File: config.mk
export PLATFORM = sky130hd
export DESIGN_NAME = scan_controller_flat
export DESIGN_NICKNAME = d
export VERILOG_FILES = /design/src/rtl/scan_pkg.sv /design/src/rtl/scan_controller_if.sv /design/src/rtl/next_digit_finder.sv /design/src/rtl/scan_controller.sv /design/src/flat_wrapper.sv
export SDC_FILE = /design/constraint.sdc
export NUM_CORES = 1
export LEC_CHECK = 0
export ABC_AREA = 1
export ABC_CLOCK_PERIOD_IN_PS = 2750
export BUFFER_PORTS_ARGS = -buffer_cell sky130_fd_sc_hd__clkbuf_2
export CAP_MARGIN = 20
export CORE_MARGIN = 10
export CORE_UTILIZATION = 32
export CTS_BUF_LIST = sky130_fd_sc_hd__clkbuf_16
export CTS_CLUSTER_DIAMETER = 200
export DETAILED_ROUTE_END_ITERATION = 7
export GPL_TIMING_DRIVEN = 0
export PLACE_DENSITY = 0.51
export RECOVER_POWER = 50
export SETUP_SLACK_MARGIN = 0.15
export SYNTH_ARGS = -nofsm -noshare
export SYNTH_HDL_FRONTEND = slang
export SYNTH_SLANG_ARGS = --single-unit
File: constraint.sdc
create_clock -name clk_480Hz -period 2.75 [get_ports clk_480Hz]
set_input_delay 0 -clock clk_480Hz [delete_from_list [all_inputs] [get_ports clk_480Hz]]
set_output_delay 0 -clock clk_480Hz [all_outputs]
set_load 0.01 [all_outputs]
File: src/rtl/scan_pkg.sv
// Shared types and helpers for the multi-digit display scanner.
package scan_pkg;

    localparam int MAX_DIGITS = 16;

    typedef enum logic [1:0] {
        IDLE  = 2'd0,
        SHOW  = 2'd1,
        BLANK = 2'd2
    } scan_state_e;

    // Drive vector with only digit idx active; bits at or above n are 0.
    function automatic logic [MAX_DIGITS-1:0] anode_vec(
        input logic [3:0] idx,
        input logic       active_low,
        input int         n
    );
        logic [MAX_DIGITS-1:0] v;
        v = {MAX_DIGITS{1'b0}};
        for (int i = 0; i < MAX_DIGITS; i++) begin
            if (i < n) begin
                v[i] = (4'(i) == idx) ? ~active_low : active_low;
            end else begin
                v[i] = 1'b0;
            end
        end
        return v;
    endfunction

endpackage

File: src/rtl/scan_controller_if.sv
// Display-side bundle: enable mask in, digit drives and scan status out.
interface scan_controller_if #(
    parameter int NUM_DIGITS = 8,
    parameter int SEL_W      = $clog2(NUM_DIGITS)
);
    logic [NUM_DIGITS-1:0] digit_en;
    logic [NUM_DIGITS-1:0] anodes;
    logic [SEL_W-1:0]      seg_sel;
    logic                  frame_start;
    logic                  blank;

    modport master (
        input  digit_en,
        output anodes,
        output seg_sel,
        output frame_start,
        output blank
    );

    modport slave (
        output digit_en,
        input  anodes,
        input  seg_sel,
        input  frame_start,
        input  blank
    );
endinterface

File: src/rtl/next_digit_finder.sv
// Rotating priority search: first set mask bit strictly after ptr, wrapping modulo NUM_DIGITS.
module next_digit_finder #(
    parameter int NUM_DIGITS = 8,
    parameter int SEL_W      = $clog2(NUM_DIGITS)
) (
    input  logic [NUM_DIGITS-1:0] mask,
    input  logic [SEL_W-1:0]      ptr,
    output logic [SEL_W-1:0]      nxt,
    output logic                  wrap,
    output logic                  any
);

    logic [SEL_W:0]   sum_s;
    logic [SEL_W-1:0] idx_s;

    // Scan distances from farthest to nearest so the nearest set bit wins; distance N lands back on ptr.
    always_comb begin
        nxt   = ptr;
        sum_s = {(SEL_W+1){1'b0}};
        idx_s = {SEL_W{1'b0}};
        for (int k = NUM_DIGITS; k >= 1; k--) begin
            sum_s = {1'b0, ptr} + (SEL_W+1)'(k);
            sum_s = (sum_s >= (SEL_W+1)'(NUM_DIGITS)) ? sum_s - (SEL_W+1)'(NUM_DIGITS) : sum_s;
            idx_s = SEL_W'(sum_s);
            nxt   = mask[idx_s] ? idx_s : nxt;
        end
        any  = |mask;
        wrap = any & (nxt <= ptr);
    end

endmodule

File: src/rtl/scan_controller.sv
// Multi-digit display scanner with enable mask, selectable polarity and frame strobe.
// Define SCAN_BLANK_EN to insert an all-off slot after every digit slot.
module scan_controller
    import scan_pkg::*;
#(
    parameter int NUM_DIGITS       = 8,
    parameter int SEL_W            = $clog2(NUM_DIGITS),
    parameter bit ANODE_ACTIVE_LOW = 1'b1
) (
    input  logic             clk_480Hz,
    input  logic             reset,
    scan_controller_if.master scan
);

    localparam logic [NUM_DIGITS-1:0] ALL_OFF = {NUM_DIGITS{ANODE_ACTIVE_LOW}};

    scan_state_e           state_r,  state_nxt_s;
    logic [SEL_W-1:0]      ptr_r,    ptr_nxt_s;
    logic [NUM_DIGITS-1:0] anodes_r, anodes_nxt_s;
    logic [SEL_W-1:0]      seg_sel_r, seg_sel_nxt_s;
    logic                  frame_start_r, frame_start_nxt_s;
    logic                  blank_r,  blank_nxt_s;

    logic [SEL_W-1:0]      search_ptr_s;
    logic [SEL_W-1:0]      nxt_s;
    logic                  wrap_s;
    logic                  any_s;

    // From IDLE, searching after the last digit yields the lowest enabled digit with wrap set.
    always_comb begin
        search_ptr_s = (state_r == IDLE) ? SEL_W'(NUM_DIGITS - 1) : ptr_r;
    end

    next_digit_finder #(
        .NUM_DIGITS (NUM_DIGITS),
        .SEL_W      (SEL_W)
    ) u_finder (
        .mask (scan.digit_en),
        .ptr  (search_ptr_s),
        .nxt  (nxt_s),
        .wrap (wrap_s),
        .any  (any_s)
    );

    // Next-state logic plus the output values that state will present.
    always_comb begin
        state_nxt_s       = state_r;
        ptr_nxt_s         = ptr_r;
        frame_start_nxt_s = 1'b0;
        case (state_r)
            IDLE: begin
                if (any_s) begin
                    state_nxt_s       = SHOW;
                    ptr_nxt_s         = nxt_s;
                    frame_start_nxt_s = 1'b1;
                end else begin
                    state_nxt_s = IDLE;
                end
            end
            SHOW: begin
                if (!any_s) begin
                    state_nxt_s = IDLE;
                end else begin
`ifdef SCAN_BLANK_EN
                    state_nxt_s = BLANK;
`else
                    state_nxt_s       = SHOW;
                    ptr_nxt_s         = nxt_s;
                    frame_start_nxt_s = wrap_s;
`endif
                end
            end
`ifdef SCAN_BLANK_EN
            BLANK: begin
                if (!any_s) begin
                    state_nxt_s = IDLE;
                end else begin
                    state_nxt_s       = SHOW;
                    ptr_nxt_s         = nxt_s;
                    frame_start_nxt_s = wrap_s;
                end
            end
`endif
            default: begin
                state_nxt_s = IDLE;
            end
        endcase

        if (state_nxt_s == SHOW) begin
            anodes_nxt_s  = NUM_DIGITS'(anode_vec(4'(ptr_nxt_s), ANODE_ACTIVE_LOW, NUM_DIGITS));
            seg_sel_nxt_s = ptr_nxt_s;
            blank_nxt_s   = 1'b0;
        end else begin
            anodes_nxt_s  = ALL_OFF;
            seg_sel_nxt_s = seg_sel_r;
            blank_nxt_s   = 1'b1;
        end
    end

    // State, pointer and registered outputs.
    always_ff @(posedge clk_480Hz or posedge reset) begin
        if (reset) begin
            state_r       <= IDLE;
            ptr_r         <= {SEL_W{1'b0}};
            anodes_r      <= ALL_OFF;
            seg_sel_r     <= {SEL_W{1'b0}};
            frame_start_r <= 1'b0;
            blank_r       <= 1'b1;
        end else begin
            state_r       <= state_nxt_s;
            ptr_r         <= ptr_nxt_s;
            anodes_r      <= anodes_nxt_s;
            seg_sel_r     <= seg_sel_nxt_s;
            frame_start_r <= frame_start_nxt_s;
            blank_r       <= blank_nxt_s;
        end
    end

    assign scan.anodes      = anodes_r;
    assign scan.seg_sel     = seg_sel_r;
    assign scan.frame_start = frame_start_r;
    assign scan.blank       = blank_r;

endmodule

File: src/flat_wrapper.sv
// flat-port wrapper written by rule: the top's interface ports become plain ports
module scan_controller_flat import scan_pkg::*;
#(
    parameter int NUM_DIGITS       = 8,
    parameter int SEL_W            = $clog2(NUM_DIGITS),
    parameter bit ANODE_ACTIVE_LOW = 1'b1
)
  (clk_480Hz, reset, scan_digit_en, scan_anodes, scan_seg_sel, scan_frame_start, scan_blank);
  scan_controller_if #(.NUM_DIGITS(NUM_DIGITS), .SEL_W(SEL_W)) scan_i ();
  input  logic clk_480Hz;
  input  logic reset;
  input wire logic [$bits(scan_i.digit_en)-1:0] scan_digit_en;
  output wire logic [$bits(scan_i.anodes)-1:0] scan_anodes;
  output wire logic [$bits(scan_i.seg_sel)-1:0] scan_seg_sel;
  output wire logic [$bits(scan_i.frame_start)-1:0] scan_frame_start;
  output wire logic [$bits(scan_i.blank)-1:0] scan_blank;
  assign scan_i.digit_en = scan_digit_en;
  assign scan_anodes = scan_i.anodes;
  assign scan_seg_sel = scan_i.seg_sel;
  assign scan_frame_start = scan_i.frame_start;
  assign scan_blank = scan_i.blank;
  scan_controller #(.NUM_DIGITS(NUM_DIGITS), .SEL_W(SEL_W), .ANODE_ACTIVE_LOW(ANODE_ACTIVE_LOW)) u_core (.clk_480Hz(clk_480Hz), .reset(reset), .scan(scan_i));
endmodule
==> results.json <==
{
  "status": "completed",
  "fin_nets": 268,
  "fp.coreArea_sq_um": 4350,
  "fin_crit_sh_pct": 95.1,
  "routabilityCongestion": 0.801,
  "grt_max_degree": 18,
  "fp.dieW_um": 86.9,
  "synthDistinctLibCells": 34,
  "drv_cap": 0,
  "setup_violations": 0,
  "grt_overflow_total": 0,
  "synth_top_area_share_pct": 19.6,
  "path_max_fanout": 5,
  "arrival_ns": 2.78,
  "dieArea_sq_um": 7560,
  "grt_usage_pct": 10.7,
  "synth-edff-count": 0,
  "grt_pass1_vias": 1434,
  "ys.flop_type": "dfstp_2",
  "tritoncts": "done",
  "num_vias": 1444,
  "cts_root_buffer": "clkbuf_16",
  "area.growth.synth_to_final_pct": 43.0,
  "dp_hpwl_um": 2860,
  "clock-sinks": 17,
  "rsz0062_at_grt": "yes",
  "timing.hold.ws_ns": 0.126,
  "boundaryPins": 23,
  "syn_inst": 203,
  "fin_crit_ns": 2.62,
  "clock.fmax_mhz": 382,
  "cts_max_path_buffers": 2,
  "synth_top_area_cell": "nand2_1",
  "final_antenna_net_count": 0,
  "grt_pass1_wl_um": 6640,
  "worstPathRequired_ns": 2.92,
  "timing.final.ws_setup_ns": 0.134,
  "start_util_pct": 32.9,
  "report.final.hold_viol_count": 0,
  "start_kind": "flip-flop",
  "avgSynthCellArea_sq_um": 7.06,
  "wl_per_cell_um": 13.1,
  "async_reset_ff_share_pct": 100,
  "drt_iter0_drc": 63,
  "post-route-drc-count": 0,
  "fin_skew_ns": 0.00179,
  "synthesis.area_sq_um": 1430,
  "port_buffers": 22,
  "ys_warn_count": 0,
  "diodes": 0,
  "worstSetupPathType": "reg -> reg",
  "end_kind": "flip-flop",
  "synth_nets": 217,
  "clkLatencyLatePin_ns": 0.25,
  "antenna_found_initial": 0,
  "ys_seq_area_share_pct": 30.5,
  "floorplan.rows": 24,
  "final_util_pct": 47.1,
  "synth.area.top_cells": "nand2_1 (20%), dfstp_2 (16%), dfrtp_1 (14%)",
  "avgViaCountPerCell": 4.73,
  "cts_htree_levels": 1,
  "synth-seq-cells": 17,
  "pre_cts_ws_ns": -0.199,
  "cts_buffers": 3,
  "die_h_um": 86.9,
  "hold_path_class": "in -> reg",
  "tightest_slew_ns": 0.626,
  "drv_slew": 0,
  "routed_wl_um": 4000,
  "drive_above_1_share_pct": 42.7,
  "first_pass_iters": 4,
  "worst_slew_margin_rel_pct": 58.2,
  "cts.reportedPaths.clkPinSlew_ns": 0.05
}
==> worst paths after layout <==
check                                                        start                            endpoint  slack [ns]  cells after the start
max in group asynchronous                                    reset   u_core.scan.frame_start$_DFF_PP0_        1.97                      3
min in group asynchronous                                    reset  u_core.scan.seg_sel[0]$_DFFE_PP0N_        0.38                      3
worst min register to register  u_core.scan.seg_sel[1]$_DFFE_PP0N_  u_core.scan.seg_sel[1]$_DFFE_PP0N_        0.49                      1
worst min-delay path                              scan_digit_en[2]         u_core.scan.blank$_DFF_PP1_        0.13                      3
worst max-delay path                     u_core.ptr_r[1]$_DFF_PP0_   u_core.scan.frame_start$_DFF_PP0_        0.13                     18
worst max register to register           u_core.ptr_r[1]$_DFF_PP0_   u_core.scan.frame_start$_DFF_PP0_        0.13                     18
==> cells in the final DEF (no fill, tap or decap), types with 3 or more instances in the layout <==
cell and instances:
or2_1 3, nand3_1 15, inv_6 3, nand2_2 16
nand2_4 4, dfrtp_1 8, clkbuf_1 13, o21ai_0 5
buf_4 20, ha_4 4, nand4_1 4, nand3_2 5
nand2_1 65, o21ai_2 7, clkbuf_2 9, nor2_1 5
inv_1 12, inv_2 11, clkbuf_16 3, a21oi_1 3
buf_6 4, dfstp_2 9
==> area by class of cell <==
type,count,area (sq um)
fill,435,2300
multi-input combinational,158,1040
sequential,17,437
timing repair buffer,46,288
inverter,26,115
clock buffer,3,75.1
tap,52,65.1
buffer,2,31.3
clock inverter,1,3.75
==> what timing repair did <==
| action | CTS | global route |
|---|---|---|
| hold buffers | 1 | 0 |
| endpoints found under the hold margin | 8 | 0 |
| pin swaps | 9 | 20 |
| setup buffers | 9 | 14 |
| gates resized for setup | 21 | 23 |
| endpoints found under the setup margin | 13 | 11 |
==> synthesized netlist by cell type (all sizes together) (3+ instances only) <==
| master | count |
|---|---|
| a21oi | 5 |
| dfrtp | 8 |
| dfstp | 9 |
| ha | 4 |
| inv | 26 |
| nand2 | 86 |
| nand3 | 20 |
| nand4 | 4 |
| nor2 | 8 |
| o21ai | 15 |
| or2 | 3 |
==> sequential cells by signal, summed over array words and instances (netlist names) <==
register	cells
u_core.ptr_r	3
u_core.scan.anodes	8
u_core.scan.blank	1
u_core.scan.frame_start	1
u_core.scan.seg_sel	3
u_core.state_r	1
==> critical path, stage by stage, from the launching register on <==
cell,delay [ns]
dfrtp_1,0.47
nor2_8,0.22
inv_6,0.05
ha_4,0.30
inv_4,0.05
o21ai_2,0.14
nand2_1,0.08
nand2_2,0.13
inv_2,0.05
nand2_1,0.05
nand3_1,0.07
a21o_1,0.19
nand3_2,0.08
nand2_2,0.07
inv_2,0.06
ha_4,0.20
a21oi_2,0.10
nand2_1,0.05
a31oi_1,0.15
==> per-layer routing <==
| metal | up-vias | global-route usage [%] | wire, um |
|---|---|---|---|
| met5 | - | 0 | 0 |
| met4 | 0 | 3.83 | 52 |
| met3 | 4 | 2.62 | 126 |
| met2 | 27 | 17.5 | 1940 |
| met1 | 658 | 13.3 | 1880 |
| li1 | 755 | - | - |
==> kinds of logic after synthesis <==
| group | Yosys count | share of synthesized area, % |
|---|---|---|
| simple gates | 124 | 41.7 |
| buf+inv | 28 | 9.34 |
| compound gates | 27 | 13.2 |
| flops | 17 | 30.5 |
| fa+ha+maj | 4 | 3.49 |
| xor+xnor | 3 | 1.83 |
==> through the flow <==
stage                     cells  cell area, sq um  TNS, ns
final                       305              2050        0
after detailed placement    277              1610   -0.199
after CTS                   291              1870        0
after global routing        305              2050  -0.0774
after floorplan             203              1430        0
after global placement      277              1610   -0.220
Power is not shown: default switching activity piles up to over one toggle a cycle in this logic, so the estimate is an artifact.
